### src/rtl/round_tail.sv
// round_tail: ShiftRows, MixColumns (skipped on the final round) and AddRoundKey
// of one AES encryption round, buffered in a two-entry valid/ready output queue.
module round_tail (
    input  logic         CLK,
    input  logic         RST,
    input  logic         IN_VALID,
    output logic         IN_READY,
    input  logic [127:0] IN,
    input  logic [127:0] KEY,
    input  logic         LAST,
    output logic         OUT_VALID,
    input  logic         OUT_READY,
    output logic [127:0] OUT,
    output logic         OUT_LAST
);

    function automatic logic [7:0] xtime(input logic [7:0] b);
        return {b[6:0], 1'b0} ^ (b[7] ? 8'h1b : 8'h00);
    endfunction

    function automatic logic [7:0] mul3(input logic [7:0] b);
        return xtime(b) ^ b;
    endfunction

    // One state column, byte a0 in the top bits.
    function automatic logic [31:0] mix_column(input logic [31:0] col);
        logic [7:0] a0;
        logic [7:0] a1;
        logic [7:0] a2;
        logic [7:0] a3;
        {a0, a1, a2, a3} = col;
        return {xtime(a0) ^ mul3(a1) ^ a2 ^ a3,
                a0 ^ xtime(a1) ^ mul3(a2) ^ a3,
                a0 ^ a1 ^ xtime(a2) ^ mul3(a3),
                mul3(a0) ^ a1 ^ a2 ^ xtime(a3)};
    endfunction

    function automatic logic [127:0] shift_rows(input logic [127:0] s);
        logic [127:0] r;
        r = 128'h0;
        for (int c = 0; c < 4; c++) begin
            for (int row = 0; row < 4; row++) begin
                r[127 - 8 * (row + 4 * c) -: 8] = s[127 - 8 * (row + 4 * ((c + row) % 4)) -: 8];
            end
        end
        return r;
    endfunction

    function automatic logic [127:0] mix_columns(input logic [127:0] s);
        logic [127:0] r;
        r = 128'h0;
        for (int c = 0; c < 4; c++) begin
            r[127 - 32 * c -: 32] = mix_column(s[127 - 32 * c -: 32]);
        end
        return r;
    endfunction

    logic [127:0] shifted_s;
    logic [127:0] mixed_s;
    logic [127:0] result_s;
    logic         push_s;
    logic         pop_s;

    // Each entry holds {LAST, result}; slots are cleared only by reset.
    logic [128:0] mem_q [2];
    logic [128:0] mem_d [2];
    logic [1:0]   count_q;
    logic [1:0]   count_d;
    logic         wr_ptr_q;
    logic         wr_ptr_d;
    logic         rd_ptr_q;
    logic         rd_ptr_d;

    // Round datapath from SubBytes output to the queue write port.
    always_comb begin
        shifted_s = shift_rows(IN);
        if (LAST) begin
            mixed_s = shifted_s;
        end else begin
            mixed_s = mix_columns(shifted_s);
        end
        result_s = mixed_s ^ KEY;
    end

    // Queue next-state: push/pop decode, pointer advance and occupancy.
    always_comb begin
        push_s   = IN_VALID && (count_q != 2'd2);
        pop_s    = OUT_READY && (count_q != 2'd0);
        mem_d    = mem_q;
        wr_ptr_d = wr_ptr_q;
        rd_ptr_d = rd_ptr_q;
        count_d  = count_q;
        if (push_s) begin
            mem_d[wr_ptr_q] = {LAST, result_s};
            wr_ptr_d        = ~wr_ptr_q;
        end else begin
            wr_ptr_d = wr_ptr_q;
        end
        if (pop_s) begin
            rd_ptr_d = ~rd_ptr_q;
        end else begin
            rd_ptr_d = rd_ptr_q;
        end
        case ({push_s, pop_s})
            2'b10:   count_d = count_q + 2'd1;
            2'b01:   count_d = count_q - 2'd1;
            default: count_d = count_q;
        endcase
    end

    // Queue storage, pointers and count.
    always_ff @(posedge CLK or posedge RST) begin
        if (RST) begin
            for (int i = 0; i < 2; i++) begin
                mem_q[i] <= 129'h0;
            end
            count_q  <= 2'd0;
            wr_ptr_q <= 1'b0;
            rd_ptr_q <= 1'b0;
        end else begin
            for (int i = 0; i < 2; i++) begin
                mem_q[i] <= mem_d[i];
            end
            count_q  <= count_d;
            wr_ptr_q <= wr_ptr_d;
            rd_ptr_q <= rd_ptr_d;
        end
    end

    // Handshake flags decode registered occupancy only; data comes from the head slot.
    assign IN_READY  = (count_q != 2'd2);
    assign OUT_VALID = (count_q != 2'd0);
    assign OUT       = mem_q[rd_ptr_q][127:0];
    assign OUT_LAST  = mem_q[rd_ptr_q][128];

endmodule

### config.mk
export PLATFORM = sky130hd
export DESIGN_NAME = round_tail
export DESIGN_NICKNAME = d
export VERILOG_FILES = /design/src/rtl/round_tail.sv
export SDC_FILE = /design/constraint.sdc
export NUM_CORES = 1
export LEC_CHECK = 0
export ABC_AREA = 1
export CORE_UTILIZATION = 66
export CTS_CLUSTER_SIZE = 8
export DETAILED_ROUTE_END_ITERATION = 10
export DONT_BUFFER_PORTS = 1
export PLACE_DENSITY = 0.8
export SYNTH_ARGS = -nofsm -noshare
export SYNTH_HDL_FRONTEND = slang
export SYNTH_SLANG_ARGS = --single-unit
### constraint.sdc
create_clock -name CLK -period 12 [get_ports CLK]
set_input_delay 2.4 -clock CLK [delete_from_list [all_inputs] [get_ports CLK]]
set_output_delay 2.4 -clock CLK [all_outputs]
set_load 0.01 [all_outputs]
==> results by group, run 1 <==
Status
  • Status: finished, final reports clean

CTS
  • Clock root buffer: clkbuf_16
  • Inserted Clock Buffers: 38
  • Reg clk slew, reported paths: 0.06 ns
  • Clock sinks: 262
  • H-tree depth: 2
  • Clk Latency, worst-skew pair: 0.57 ns
  • Post_cts resized: 0
  • Hold Buf Count CTS: 0
  • Maximum clock path buffer count: 3
  • Setup Buffers After CTS: 0
  • CTS tree: done

Synth
  • Register area share after synthesis: 28.73%
  • Synth warn: 0
  • Syn Nets: 4356
  • Mapped Cells: 4094
  • FF+latch count, synth: 262
  • Mapped Area: 22820 sq um
  • Mean post-synth cell area: 5.573 sq um
  • Yosys cell types: 24

Timing
  • Period utilization: 44.64%
  • Final hold vios: 0
  • Slew @ Worst Pin: 1.367 ns
  • Setup Skew: 0.01633 ns
  • Unrepaired setup endpoints after global routing: no
  • Final TNS setup: 0 ns
  • Minimum clock period: 5.357 ns
  • Setup violations, final: 0
  • F_max: 186.7 MHz
  • Slew Viols, Final: 0
  • Worst setup margin: 6.643 ns
  • Slew HR: 8.880%

Route
  • # DRC: 0
  • DRT Pass-1 Iters: 6
  • Post-Route WL: 74.68 mm
  • Drt via density: 5.836
  • Iter 0 DRT Violations: 2713
  • Vias: 25730
  • Routed len/inst: 16.94 um
  • Post-route ant nets: 0

GRT
  • Initial antenna violation count: 1
  • Grt ovf: 0
  • Pin count of the biggest net entering global routing: 188
  • Global-route wire length before repair: 120.0 mm
  • Vias in the first global route: 24300
  • Total Routing Usage GR: 41.74%

Floorplanning
  • I/O Pins: 392
  • Die W: 187.9 um
  • DIE HEIGHT: 187.9 um
  • Starting Density: 67.54%
  • Core ar.: 33780 sq um
  • Rows: 67
  • Total die area: 35320 sq um

Placed design
  • Routability cong.: 0.9563
  • Hpwl dp: 51.95 mm
  • IO buf count: 0
  • Dpl cells: 4366
  • Post-DP Area: 22270 sq um
  • Setup WS pre-CTS: 7.201 ns

Worst setup path
  • Worst-path maximum fanout: 77
  • Setup crit start kind: flip-flop
  • CP required: 9.60 ns
  • Critical Path End Type: primary output
  • Critical path arrival: 2.96 ns
  • Flop-to-flop setup slack: 8.83 ns
  • CP Class: reg -> out

Pwr
  • Leakage dissipation: 0.01434 uW
  • Tot Pwr: 4545 uW
  • Max VDD drop: 0.1580 mV
  • PD cells: 195.3 nW/um^2

Layout
  • Share of layout cells above drive strength 1: 1.818%
  • Finished Layout Cells: 4409
  • Final Cell Area: 23270 sq um
  • Fin nets: 4220
  • Syn-to-layout area delta: 2.002%

Min path
  • Tightest Hold Check Type: reg -> reg

Flow run
  • Max Cap Violations: 0
routing by layer:
| layer | up-vias | track usage, % | part of all wire (%) |
|---|---|---|---|
| met5 | - | 0 | 0 |
| met2 | 1456 | 68.68 | 45 |
| met4 | 0 | 21.92 | 5.2 |
| li1 | 12350 | - | - |
| met1 | 11630 | 48.43 | 37 |
| met3 | 296 | 13.49 | 13 |
synth_stat cells:
cell | instances | area share (%)
inv_2 | 14 | 0.23
inv_4 | 1 | 0.027
nor2_1 | 36 | 0.59
dfrtp_1 | 262 | 29
clkbuf_2 | 17 | 0.37
nand2_1 | 2545 | 42
nand2_2 | 2 | 0.055
clkbuf_1 | 34 | 0.56
buf_1 | 4 | 0.066
ha_1 | 1 | 0.055
inv_1 | 282 | 4.6
xnor2_1 | 31 | 1.2
xor2_1 | 18 | 0.69
o21ai_1 | 7 | 0.15
o21ai_0 | 35 | 0.77
buf_4 | 14 | 0.46
nand3b_1 | 71 | 2.3
nor2_4 | 1 | 0.049
a21oi_1 | 1 | 0.022
nor2_8 | 1 | 0.088
nand3_1 | 601 | 13
buf_2 | 68 | 1.5
nand2_4 | 1 | 0.049
buf_6 | 47 | 2.3
layout make-up:
type / count / area [sq um]
Inverter: 297 / 1135
Multi-Input combinational cell: 3351 / 13940
Clock inverter: 1 / 8.758
Antenna cell: 1 / 2.502
Sequential cell: 262 / 6560
Timing Repair Buffer: 8 / 72.57
Clock buffer: 41 / 993.5
Tap cell: 448 / 560.5
Fill cell: 3106 / 10510
power breakdown:
part | switching [uW] | internal, uW
logic | 1400 | 567
clock network | 398 | 575
registers | 280 | 1320
final timing paths:
kind | from | endpoint | cells past startpoint
worst min register to register | mem_q[240] | mem_q[240] | 2
min in group asynchronous | RST | mem_q[190] | 1
max in group asynchronous | RST | rd_ptr_q | 2
worst min-delay path | mem_q[240] | mem_q[240] | 2
worst max-delay path | rd_ptr_q | OUT[88] | 2
worst max register to register | count_q[0] | mem_q[159] | 8
sequential cells by signal (all words and copies together), names as in the netlist:
register and count:
count_q 2, wr_ptr_q 1, mem_q 258, rd_ptr_q 1
kinds of logic after synthesis:
family	share of synthesized area [%]
simple gates	58.22
buf+inv	10.17
flops	28.73
xor+xnor	1.881
compound gates	0.9432
fa+ha+maj	0.05483
per-stage QoR:
| stage | hold slack, ns | utilization [%] |
|---|---|---|
| global route | 0.4931 | 68.89 |
| CTS | 0.4785 | 68.88 |
| finish | 0.4761 | 68.89 |
| detailed placement | 0.4651 | 65.92 |
| global placement | 0.4617 | 65.92 |
| floorplan | 0.4489 | - |
critical path: stages (launching register included):
cell and delay (ns):
dfrtp_4 1.03, buf_4 0.84, o21ai_0 0.51
layout by cell type (no fill, tap or decap):
master and count:
nor2_4 1, inv_2 11, ha_1 1, buf_4 7, nand2_2 2, clkbuf_16 39, clkbuf_1 1, dfrtp_4 1
a21oi_1 1, xor2_1 18, inv_6 1, inv_1 280, nor2_8 1, buf_12 1, inv_4 5, clkbuf_8 1
inv_8 1, nand2_1 2545, dfrtp_1 261, xnor2_1 31, nor2_1 36, diode_2 1, nand3b_1 71, o21ai_0 35
nand2_4 1, o21ai_1 7, nand3_1 601
Power figures use the tool's default switching activity.
==> inputs of run 2 (changes only) <==
==> constraint.sdc (replaced) <==
create_clock -name CLK -period 5.4 [get_ports CLK]
set_input_delay 1.08 -clock CLK [delete_from_list [all_inputs] [get_ports CLK]]
set_output_delay 1.08 -clock CLK [all_outputs]
set_load 0.01 [all_outputs]
==> run 2 against run 1 <==
Critical path depth up 1. Clock skew down 0.0079 ns. Core utilization up 0.17 points. Sequential power rose by 120%. Clock power increased by 130%. Cell count barely moved. Critical path type unchanged.
==> results by group, run 2 (synthesis results as in run 1) <==
CTS
  • Setup Buffers After CTS: 0
  • Inserted Clock Buffers: 38
  • H-tree depth: 2
  • Clock root buffer: clkbuf_16
  • Clock sinks: 262
  • CTS tree: done
  • Maximum clock path buffer count: 3
  • Hold Buf Count CTS: 0
  • Post_cts resized: 0
  • Reg clk slew, reported paths: 0.05 ns
  • Clk Latency, worst-skew pair: 0.55 ns

Timing
  • Period utilization: 75.58%
  • Worst setup margin: 1.319 ns
  • Final hold vios: 0
  • Final TNS setup: 0 ns
  • Slew HR: 10.94%
  • Slew Viols, Final: 0
  • Hold WS: 0.4770 ns
  • Minimum clock period: 4.081 ns
  • F_max: 245.0 MHz
  • Setup violations, final: 0
  • Unrepaired setup endpoints after global routing: no
  • Setup Skew: 0.008471 ns
  • Slew @ Worst Pin: 1.336 ns

Layout
  • Biggest register: mem_q
  • Fin nets: 4222
  • Regs by FF count: mem_q: 258 flops, count_q: 2 flops
  • Syn-to-layout area delta: 2.248%
  • Max FFs per register: 258
  • Share of layout cells above drive strength 1: 1.867%
  • Commonest cells after routing, fill and taps aside: nand2_1 (2545), nand3_1 (601), inv_1 (280)
  • Final Cell Area: 23330 sq um
  • Commonest non-fill, non-tap cell in the layout: nand2_1
  • ANT cells: 0

Route
  • Drt via density: 5.774
  • Iter 0 DRT Violations: 2262
  • DRT Pass-1 Iters: 6
  • Post-Route WL: 73.43 mm
  • Routed len/inst: 16.64 um
  • # DRC: 0
  • Vias: 25470
  • Post-route ant nets: 0

Pwr
  • PD cells: 433.6 nW/um^2
  • Max VDD drop: 0.4169 mV
  • Leakage dissipation: 0.01436 uW

Placed design
  • Hpwl dp: 51.62 mm
  • Post-DP Area: 22290 sq um
  • IO buf count: 0
  • Routability cong.: 0.9380
  • Setup WS pre-CTS: 1.976 ns

Worst setup path
  • CP Class: reg -> out
  • Cell family with most CP delay: buffers and inverters
  • Crit-path most repeated cell: nand2_1
  • Worst-path maximum fanout: 110
  • Slowest-stage cell, CP: inv_4
  • CP required: 4.32 ns
  • CP cell instances: inv_4, nand2_1, nand2_1
  • Critical Path End Type: primary output
  • CP peak stage delay: 1.10 ns
  • Setup crit start kind: flip-flop
  • WP buf/inv: 1
  • Critical path arrival: 3.00 ns

GRT
  • Vias in the first global route: 24010
  • Grt ovf: 0
  • Global-route wire length before repair: 117.8 mm
  • Pin count of the biggest net entering global routing: 157
  • Initial antenna violation count: 0
  • Total Routing Usage GR: 41.03%

Floorplanning
  • DIE HEIGHT: 187.9 um
  • Die W: 187.9 um
  • Rows: 67
  • Total die area: 35320 sq um
  • Starting Density: 67.54%
  • I/O Pins: 392
  • Core ar.: 33780 sq um

Status
  • Status: finished, final reports clean

Flow run
  • Max Cap Violations: 0

Min path
  • Tightest Hold Check Type: reg -> reg
[run 2: cell count changes in the layout (fill, tap and decap cells not counted)]
cell	delta
inv_6	-1
clkbuf_1	+2
inv_8	-1
clkbuf_16	+2
clkinvlp_4	+1
clkbuf_8	-1
diode_2	-1
buf_4	+1
buf_12	+1
[run 2: path summary, 6_finish.rpt]
path,cells after the start,startpoint,slack [ns],endpoint
setup / recovery,3,rd_ptr_q,1.32,OUT[113]
max in group asynchronous,2,RST,3.87,rd_ptr_q
hold / removal,2,mem_q[43],0.48,mem_q[43]
min in group asynchronous,2,RST,0.54,mem_q[143]
hold reg to reg,2,mem_q[43],0.48,mem_q[43]
setup reg to reg,8,count_q[0],2.41,mem_q[181]
[run 2: final cells by class]
cell class	instances	area [sq um]
fill	3087	10450
clock buffer	44	1037
multi-input combinational	3351	13940
timing repair buffer	10	100.1
tap	448	560.5
inverter	297	1131
sequential	262	6560
[run 2: layer usage]
metal,vias up,part of all wire (%),track usage [%]
met1,11580,38,48.38
li1,12340,-,-
met4,0,5.0,22.17
met2,1318,45,66.67
met5,-,0,0
met3,236,13,12.78
[run 2: power by group]
group | switching [uW] | internal [uW] | total (uW)
combinational | 3060 | 1260 | 4320
clock | 885 | 1330 | 2210
sequential | 644 | 2940 | 3580
[run 2: metrics by stage]
stage | util [%] | total power [uW] | cells
global placement | 65.99 | 7640 | 4368
CTS | 69.06 | 10040 | 4412
floorplan | - | 7026 | 4094
finish | 69.06 | 10120 | 4412
global route | 69.06 | 10790 | 4412
detailed placement | 65.99 | 7815 | 4368
[run 2: worst reg2reg max path: cells and delay by family, from the launching register on]
family | cells | cell delay [ns]
AND/OR/NAND/NOR | 5 | 1.23
flip-flops | 1 | 0.40
buffers and inverters | 3 | 1.25
